===== src/rtl/stopwatch_pkg.sv =====
// Shared types and defaults for the stopwatch button controller.
package stopwatch_pkg;
    typedef enum logic [1:0] {
        IDLE  = 2'd0,
        RUN   = 2'd1,
        PAUSE = 2'd2
    } sw_state_e;

    localparam int DB_CYCLES_DEF = 1_000_000;
endpackage


===== src/rtl/stopwatch_btn_ctrl_if.sv =====
// Button inputs and stopwatch control outputs; slave is the controller side.
interface stopwatch_btn_ctrl_if;
    logic btn_start_raw;
    logic btn_clr_raw;
    logic cnt_en;
    logic clr;
    logic paused;

    modport master (output btn_start_raw, btn_clr_raw, input cnt_en, clr, paused);
    modport slave  (input btn_start_raw, btn_clr_raw, output cnt_en, clr, paused);
endinterface


===== src/rtl/btn_debounce.sv =====
// Two-flop synchronizer, stability-count debouncer and rising-edge press detect.
module btn_debounce
    import stopwatch_pkg::*;
#(
    parameter int DB_CYCLES = DB_CYCLES_DEF
) (
    input  logic clk,
    input  logic arst_n,
    input  logic btn_raw,
    output logic btn_db,
    output logic press
);
    localparam int CW = $clog2(DB_CYCLES);
    localparam logic [CW-1:0] CNT_MAX = CW'(DB_CYCLES - 1);

    logic [1:0]    sync;
    logic [CW-1:0] cnt;
    logic          db_q;

    always_ff @(posedge clk or negedge arst_n) begin
        if (!arst_n) begin
            sync   <= '0;
            cnt    <= '0;
            btn_db <= 1'b0;
            db_q   <= 1'b0;
        end else begin
            sync <= {sync[0], btn_raw};
            db_q <= btn_db;
            // Any sample matching the accepted level restarts the stability window.
            if (sync[1] == btn_db) begin
                cnt <= '0;
            end else if (cnt == CNT_MAX) begin
                btn_db <= sync[1];
                cnt    <= '0;
            end else begin
                cnt <= cnt + 1'b1;
            end
        end
    end

    assign press = btn_db & ~db_q;
endmodule


===== src/rtl/stopwatch_btn_ctrl.sv =====
// Start/stop and clear button controller driving a stopwatch's cnt_en/clr.
module stopwatch_btn_ctrl
    import stopwatch_pkg::*;
#(
    parameter int DB_CYCLES = DB_CYCLES_DEF
) (
    input  logic                  clk,
    input  logic                  arst_n,
    stopwatch_btn_ctrl_if.slave   bus
);
    // Bit 0 is start, bit 1 is clear.
    logic [1:0] press;
    logic [1:0] db_unused;

    btn_debounce #(.DB_CYCLES(DB_CYCLES)) u_db [1:0] (
        .clk     (clk),
        .arst_n  (arst_n),
        .btn_raw ({bus.btn_clr_raw, bus.btn_start_raw}),
        .btn_db  (db_unused),
        .press   (press)
    );

    sw_state_e state, state_nxt;
    logic      cnt_en_nxt, paused_nxt, clr_nxt;

    always_comb begin
        state_nxt = state;
        // Clear takes priority over a simultaneous start press.
        if (press[1]) begin
            state_nxt = IDLE;
        end else if (press[0]) begin
            case (state)
                IDLE:    state_nxt = RUN;
                RUN:     state_nxt = PAUSE;
                PAUSE:   state_nxt = RUN;
                default: state_nxt = IDLE;
            endcase
        end
        cnt_en_nxt = (state_nxt == RUN);
        paused_nxt = (state_nxt == PAUSE);
        clr_nxt    = press[1];
    end

    always_ff @(posedge clk or negedge arst_n) begin
        if (!arst_n) begin
            state      <= IDLE;
            bus.cnt_en <= 1'b0;
            bus.paused <= 1'b0;
            bus.clr    <= 1'b0;
        end else begin
            state      <= state_nxt;
            bus.cnt_en <= cnt_en_nxt;
            bus.paused <= paused_nxt;
            bus.clr    <= clr_nxt;
        end
    end
endmodule


===== src/flat_wrapper.sv =====
// flat-port wrapper written by rule: the top's interface ports become plain ports
module stopwatch_btn_ctrl_flat import stopwatch_pkg::*;
#(
    parameter int DB_CYCLES = DB_CYCLES_DEF
)
  (clk, arst_n, bus_btn_start_raw, bus_btn_clr_raw, bus_cnt_en, bus_clr, bus_paused);
  stopwatch_btn_ctrl_if bus_i ();
  input  logic clk;
  input  logic arst_n;
  input wire logic [$bits(bus_i.btn_start_raw)-1:0] bus_btn_start_raw;
  input wire logic [$bits(bus_i.btn_clr_raw)-1:0] bus_btn_clr_raw;
  output wire logic [$bits(bus_i.cnt_en)-1:0] bus_cnt_en;
  output wire logic [$bits(bus_i.clr)-1:0] bus_clr;
  output wire logic [$bits(bus_i.paused)-1:0] bus_paused;
  assign bus_i.btn_start_raw = bus_btn_start_raw;
  assign bus_i.btn_clr_raw = bus_btn_clr_raw;
  assign bus_cnt_en = bus_i.cnt_en;
  assign bus_clr = bus_i.clr;
  assign bus_paused = bus_i.paused;
  stopwatch_btn_ctrl #(.DB_CYCLES(DB_CYCLES)) u_core (.clk(clk), .arst_n(arst_n), .bus(bus_i));
endmodule

===== config.mk =====
export PLATFORM = sky130hd
export DESIGN_NAME = stopwatch_btn_ctrl_flat
export DESIGN_NICKNAME = d
export VERILOG_FILES = /design/src/rtl/stopwatch_pkg.sv /design/src/rtl/stopwatch_btn_ctrl_if.sv /design/src/rtl/btn_debounce.sv /design/src/rtl/stopwatch_btn_ctrl.sv /design/src/flat_wrapper.sv
export SDC_FILE = /design/constraint.sdc
export NUM_CORES = 1
export LEC_CHECK = 0
export CAP_MARGIN = 20
export CORE_MARGIN = 2
export CORE_UTILIZATION = 35
export DETAILED_ROUTE_END_ITERATION = 7
export REMOVE_ABC_BUFFERS = 1
export SYNTH_ARGS = -nofsm -noshare
export SYNTH_HDL_FRONTEND = slang
export SYNTH_HIERARCHICAL = 1
export SYNTH_SLANG_ARGS = --single-unit

===== constraint.sdc =====
create_clock -name clk -period 1.68 [get_ports clk]
set_input_delay 0.504 -clock clk [delete_from_list [all_inputs] [get_ports clk]]
set_output_delay 0.504 -clock clk [all_outputs]
set_load 0.1 [all_outputs]

# ---- Word level (Yosys, flattened, before mapping)
# Cells that the tools add are included.
dict set report totals {
  memories 0
  output_inout_bits 3
  mem_bits_rw 0
  rom_bits 0
  latch_bits 0
  word_cells 39
  register_bits 53
  inputBits 4
}
dict set report classes {
  n_eq_ne 8
  mux 7
  div_mod_pow 0
  n_addsub 2
  n_lt_le_gt_ge 0
  bitwise 6
  mul 0
  reduce_logical 4
  n_shift 0
}
# cell n
set ops {}
lappend ops {{two-way mux 20 bit} 4}
lappend ops {{adder 20 x 1 -> 20 bit, second input constant} 2}
lappend ops {{equality test 20 bit, second input constant} 2}
lappend ops {{equality test 2 x 1 -> 1 bit, second input constant} 2}
lappend ops {{equality test 2 bit, second input constant} 2}
lappend ops {{two-way mux 2 bit} 2}
lappend ops {{inverter 1 bit} 4}
lappend ops {{case mux 2 bit (2 select lines)} 1}
lappend ops {{AND reduction 2 bit} 2}
lappend ops {{AND 1 bit} 2}
lappend ops {{equality test 1 bit} 2}
lappend ops {{logical NOT 2 bit} 1}
lappend ops {{OR reduction 2 bit} 1}

# ---- Longest topological paths before layout
# Gate-level depths: netlist of run 1.
dict set report logic_depth {
  word_depth 6
  mapped_depth 6
  depth_no_buf 5
}

# ---- Modules after synthesis
# The synthesis of run 1 kept the hierarchy.
# module seq_area_each_um2 n_inst cells_per_inst area_each_um2
set modules_own_cells {}
lappend modules_own_cells {btn_debounce 600.6 2 110 1146.1}
lappend modules_own_cells {stopwatch_btn_ctrl 125.1 1 15 190.2}

# ---- Worst setup path after synthesis of run 1
# Ideal clock, no wire load.
dict set report synth_timing {
  kind {reg2reg}
  from {register u_core.u_db[0].cnt[4]}
  to {register u_core.u_db[0].cnt[17]}
  required_time_ns 1.602
  arrival_ns 1.541
  setup_slack_ns 0.061
  setup_time_ns 0.078
  synth_period_minus_slack_ns 1.619
  n_path_buf 0
  stages_incl_launch_ff 5
  path_cell_list {dfrtp_1 > nand4_4 > or4_1 > or3_1 > a21oi_1}
}
dict set report synth_via {
  elab_chain_len 3
  word_cells_on_any_way 4
  cone_classes {add/sub: 1; eq/ne: 1; mux: 2}
}
# element line
set synth_rtl {}
lappend synth_rtl {{from (decl)} btn_debounce.sv:17} ;# logic [CW-1:0] cnt;
lappend synth_rtl {{from (signal assigned)} btn_debounce.sv:36} ;# cnt <= cnt + 1'b1;
lappend synth_rtl {{adder 20 x 1 -> 20 bit / equality test 20 bit (equally long branches)} {btn_debounce.sv:36, btn_debounce.sv:32}}
lappend synth_rtl {{two-way mux 20 bit (*)} btn_debounce.sv:32} ;# end else if (cnt == CNT_MAX) begin
lappend synth_rtl {{two-way mux 20 bit (*)} btn_debounce.sv:30} ;# if (sync[1] == btn_db) begin
# Every way passes the cells marked *; elsewhere a longest branch is shown, timed or not.
# A chain may end at the register's enable or synchronous reset.

# ---- Worst setup path after layout of run 1
dict set report layout_timing {
  from {register u_core.u_db[0].cnt[10]}
  to {register u_core.u_db[0].cnt[17]}
}
# Same word-level chain as after synthesis.

==> results of run 1 <==
[what timing repair did]
item                                    in CTS  in global routing
buffers inserted                             0                 13
hold buffers                                 0                  0
endpoints found under the setup margin       2                 25
pin swaps                                    0                  8
gates cloned                                 0                  0
gates resized for setup                      2                 19
[stage by stage]
stage	TNS, ps	util, %	hold WS [ps]	worst slack [ps]	area, um2
floorplan	0	-	208	59.2	2470
global placement	-61.7	42.6	332	-61.7	2910
detailed placement	-6.39	42.6	336	-6.39	2910
CTS	0	44.8	47.8	0.600	3060
global route	-91.9	47.2	43.3	-25.0	3220
finish	0	47.2	49.8	29.0	3220
[sequential cells by signal, indices dropped and copies added, names as in the netlist]
| register | flops |
|---|---|
| u_core/u_db/cnt | 40 |
| u_core/bus.cnt_en | 1 |
| u_core/u_db/db_q | 2 |
| u_core/bus.paused | 1 |
| u_core/state | 2 |
| u_core/bus.clr | 1 |
| u_core/u_db/btn_db | 2 |
| u_core/u_db/sync | 4 |
[routing by layer]
| metal | vias up | track usage [%] | part of all wire (%) |
|---|---|---|---|
| li1 | 924 | - | - |
| met1 | 916 | 18.6 | 49 |
| met2 | 20 | 20.4 | 48 |
| met3 | 6 | 3.08 | 2.2 |
| met4 | 0 | 4.13 | 1.2 |
| met5 | - | 0 | 0 |
[kinds of logic (layout without fill, tap and decap cells)]
family / after synthesis / count (layout) / share of synthesized area [%]
compound gates: 14 / 14 / 3.13
xor+xnor: 32 / 32 / 11.3
fa+ha+maj: 2 / 2 / 1.01
buf+inv: 10 / 66 / 1.61
flops: 53 / 53 / 53.4
mux: 6 / 6 / 2.52
simple gates: 118 / 118 / 27.0
[where the power goes]
group          internal [mW]  leakage, nW  switching, mW
combinational         0.0368        0.597         0.0579
sequential              1.29        0.715         0.0133
clock                  0.592       0.0681          0.414
[cell type report]
class | instances | area, um2
clock inverters | 3 | 65.1
fillers | 664 | 3610
flip-flops and latches | 53 | 1340
well taps | 96 | 120
repair buffers | 50 | 415
multi-input cells | 172 | 1190
inverters | 8 | 30.0
clock buffers | 5 | 68.8
[critical path, delay by kind of cell (launching register included)]
family / cells / cell delay (ps)
flip-flops: 1 / 440
AND/OR/NAND/NOR: 3 / 1020
AO/OA/AOI/OAI: 1 / 130
[cells in the final DEF, fill, tap and decap left out, drive strengths merged, types with 5 or more instances in the layout]
cell,n
nor3,10
nand2,12
xnor2,22
inv,8
dfrtp,53
nand3,12
buf,48
nand4,10
nor4,10
o21ai,6
nor2,38
xor2,10
clkbuf,5
a21oi,8
[worst min-delay path by stage]
stage	startpoint	endpoint	slack (ps)	cells past startpoint
floorplan	arst_n	u_core/bus.clr$_DFF_PN0_	210	0
global placement	u_core/u_db[0]/sync[0]$_DFF_PN0_	u_core/u_db[0]/sync[1]$_DFF_PN0_	330	0
detailed placement	u_core/u_db[0]/sync[0]$_DFF_PN0_	u_core/u_db[0]/sync[1]$_DFF_PN0_	340	0
CTS	arst_n	u_core/u_db[1]/btn_db$_DFFE_PN0P_	50	1
global route	arst_n	u_core/u_db[1]/btn_db$_DFFE_PN0P_	40	1
finish	arst_n	u_core/u_db[1]/btn_db$_DFFE_PN0P_	50	1
==> results.yml, run 1 <==
pwr:
  p_per_area_nw_per_um2: 746
  p_leak_nw: 1.38
  irDropWorstVdd_v: 0.000340
  p_total_mw: 2.40
die:
  fp.dieH_um: 88.2
  core_area_um2: 6830
  num_rows: 30
  ios: 7
  die_w_um: 88.2
  initial_core_util_pct: 36.3
  fp.dieArea_um2: 7780
synthesis:
  synth.area.top_cells: "dfrtp_1 53%, xnor2_1 7.8%, nor2_1 5.7%"
  syn-cell-area_um2: 2480
  yosys_warnings: 6
  synthCells: 235
  synth_flop_cell: "dfrtp_1"
  synth.avg_cell_area_um2: 10.6
  synthDistinctLibCells: 31
  yosysMostFrequentCell: "dfrtp_1"
  synthArstFlopShare_pct: 100
  synth_top_area_cell: "dfrtp_1"
  yosys-top-cells-count: "53 x dfrtp_1, 38 x nor2_1, 22 x xnor2_1, 12 x nand2_1, 12 x nand3_1"
  ys_seq_elements: 53
  ys_seq_area_share_pct: 53.4
  synth_edf_count: 0
  synth_top_cell_area_share_pct: 53.4
route:
  route.detailed.drc: 0
  first_iter_violations: 48
  wirelength_um: 4870
  ant_nets: 0
  wl_per_cell_um: 12.6
  first_pass_iters: 4
  via_count: 1866
  drt-vias-per-instance: 4.82
cells_and_area:
  fin_nets: 296
  final_cells: 387
  areaGrowthSynthToFinish_pct: 29.9
  drive_gt1_share_pct: 29.2
  insertedDiodeCount: 0
sta:
  worstMarginPinSlew_ps: 367
  final.min_clock_period_ps: 1650
  slew_headroom_pct: 75.3
  setup_viol: 0
  fin_skew_ps: 9.57
  fin_crit_sh_pct: 98.3
  fmax_mhz: 606
  hold_violations: 0
  rsz0062_at_grt: "yes"
  drv_slew: 0
cts:
  clockBufferDepth: 2
  path_clk_slew_ps: 100
  tritoncts: "yes"
  clock-root-buffer: "clkbuf_8"
  h-tree-depth: 2
  clk_latency_ps: 310
  cts_sinks: 53
  cts_made_buffers: 5
placement:
  gp_congestion: 0.797
  dp_hpwl_um: 3300
  portBuffers: 6
  dp.cells: 366
worst_setup_path:
  cp-endpoint: "u_core/u_db[0]/cnt[17]$_DFF_PN0_"
  cpMaxStageDelayCell: "or4_4"
  reg2reg_to: "u_core/u_db[0]/cnt[17]$_DFF_PN0_"
  cp-end-kind: "flip-flop"
  critPathMaxStageDelay_ps: 560
  ff2ff_setup_slack_ps: 30
  startpoint: "u_core/u_db[0]/cnt[10]$_DFF_PN0_"
  crit_arrival_ps: 1900
  critical_path_class: "flip-flop to flip-flop"
  reg2reg_from: "u_core/u_db[0]/cnt[10]$_DFF_PN0_"
  start_kind: "flip-flop"
  cp_max_fo: 4
  worstPathRequired_ps: 1930
  reg2reg_depth: 4
  cp_cell_sequence: "nand4_2 > or4_4 > or3_4 > a21oi_2"
global_route:
  grt_overflow: 0
  grt_pass1_vias: 1773
  grt_pass1_wl_um: 8090
  antenna_found_initial: 0
  grt_max_degree: 18
  grt.total_usage_pct: 13.2
flow_run:
  drv_cap: 0
status:
  outcome: "complete, no violations"
hold_path:
  hold_class: "primary input to asynchronous set/reset pin"
(Power assumes the default switching activity.)
==> inputs of run 2 (changes only) <==
- CAP_MARGIN: 20 -> not set
==> results of run 2 <==
No change in the layout: final DEF, timing and power equal those of run 1.
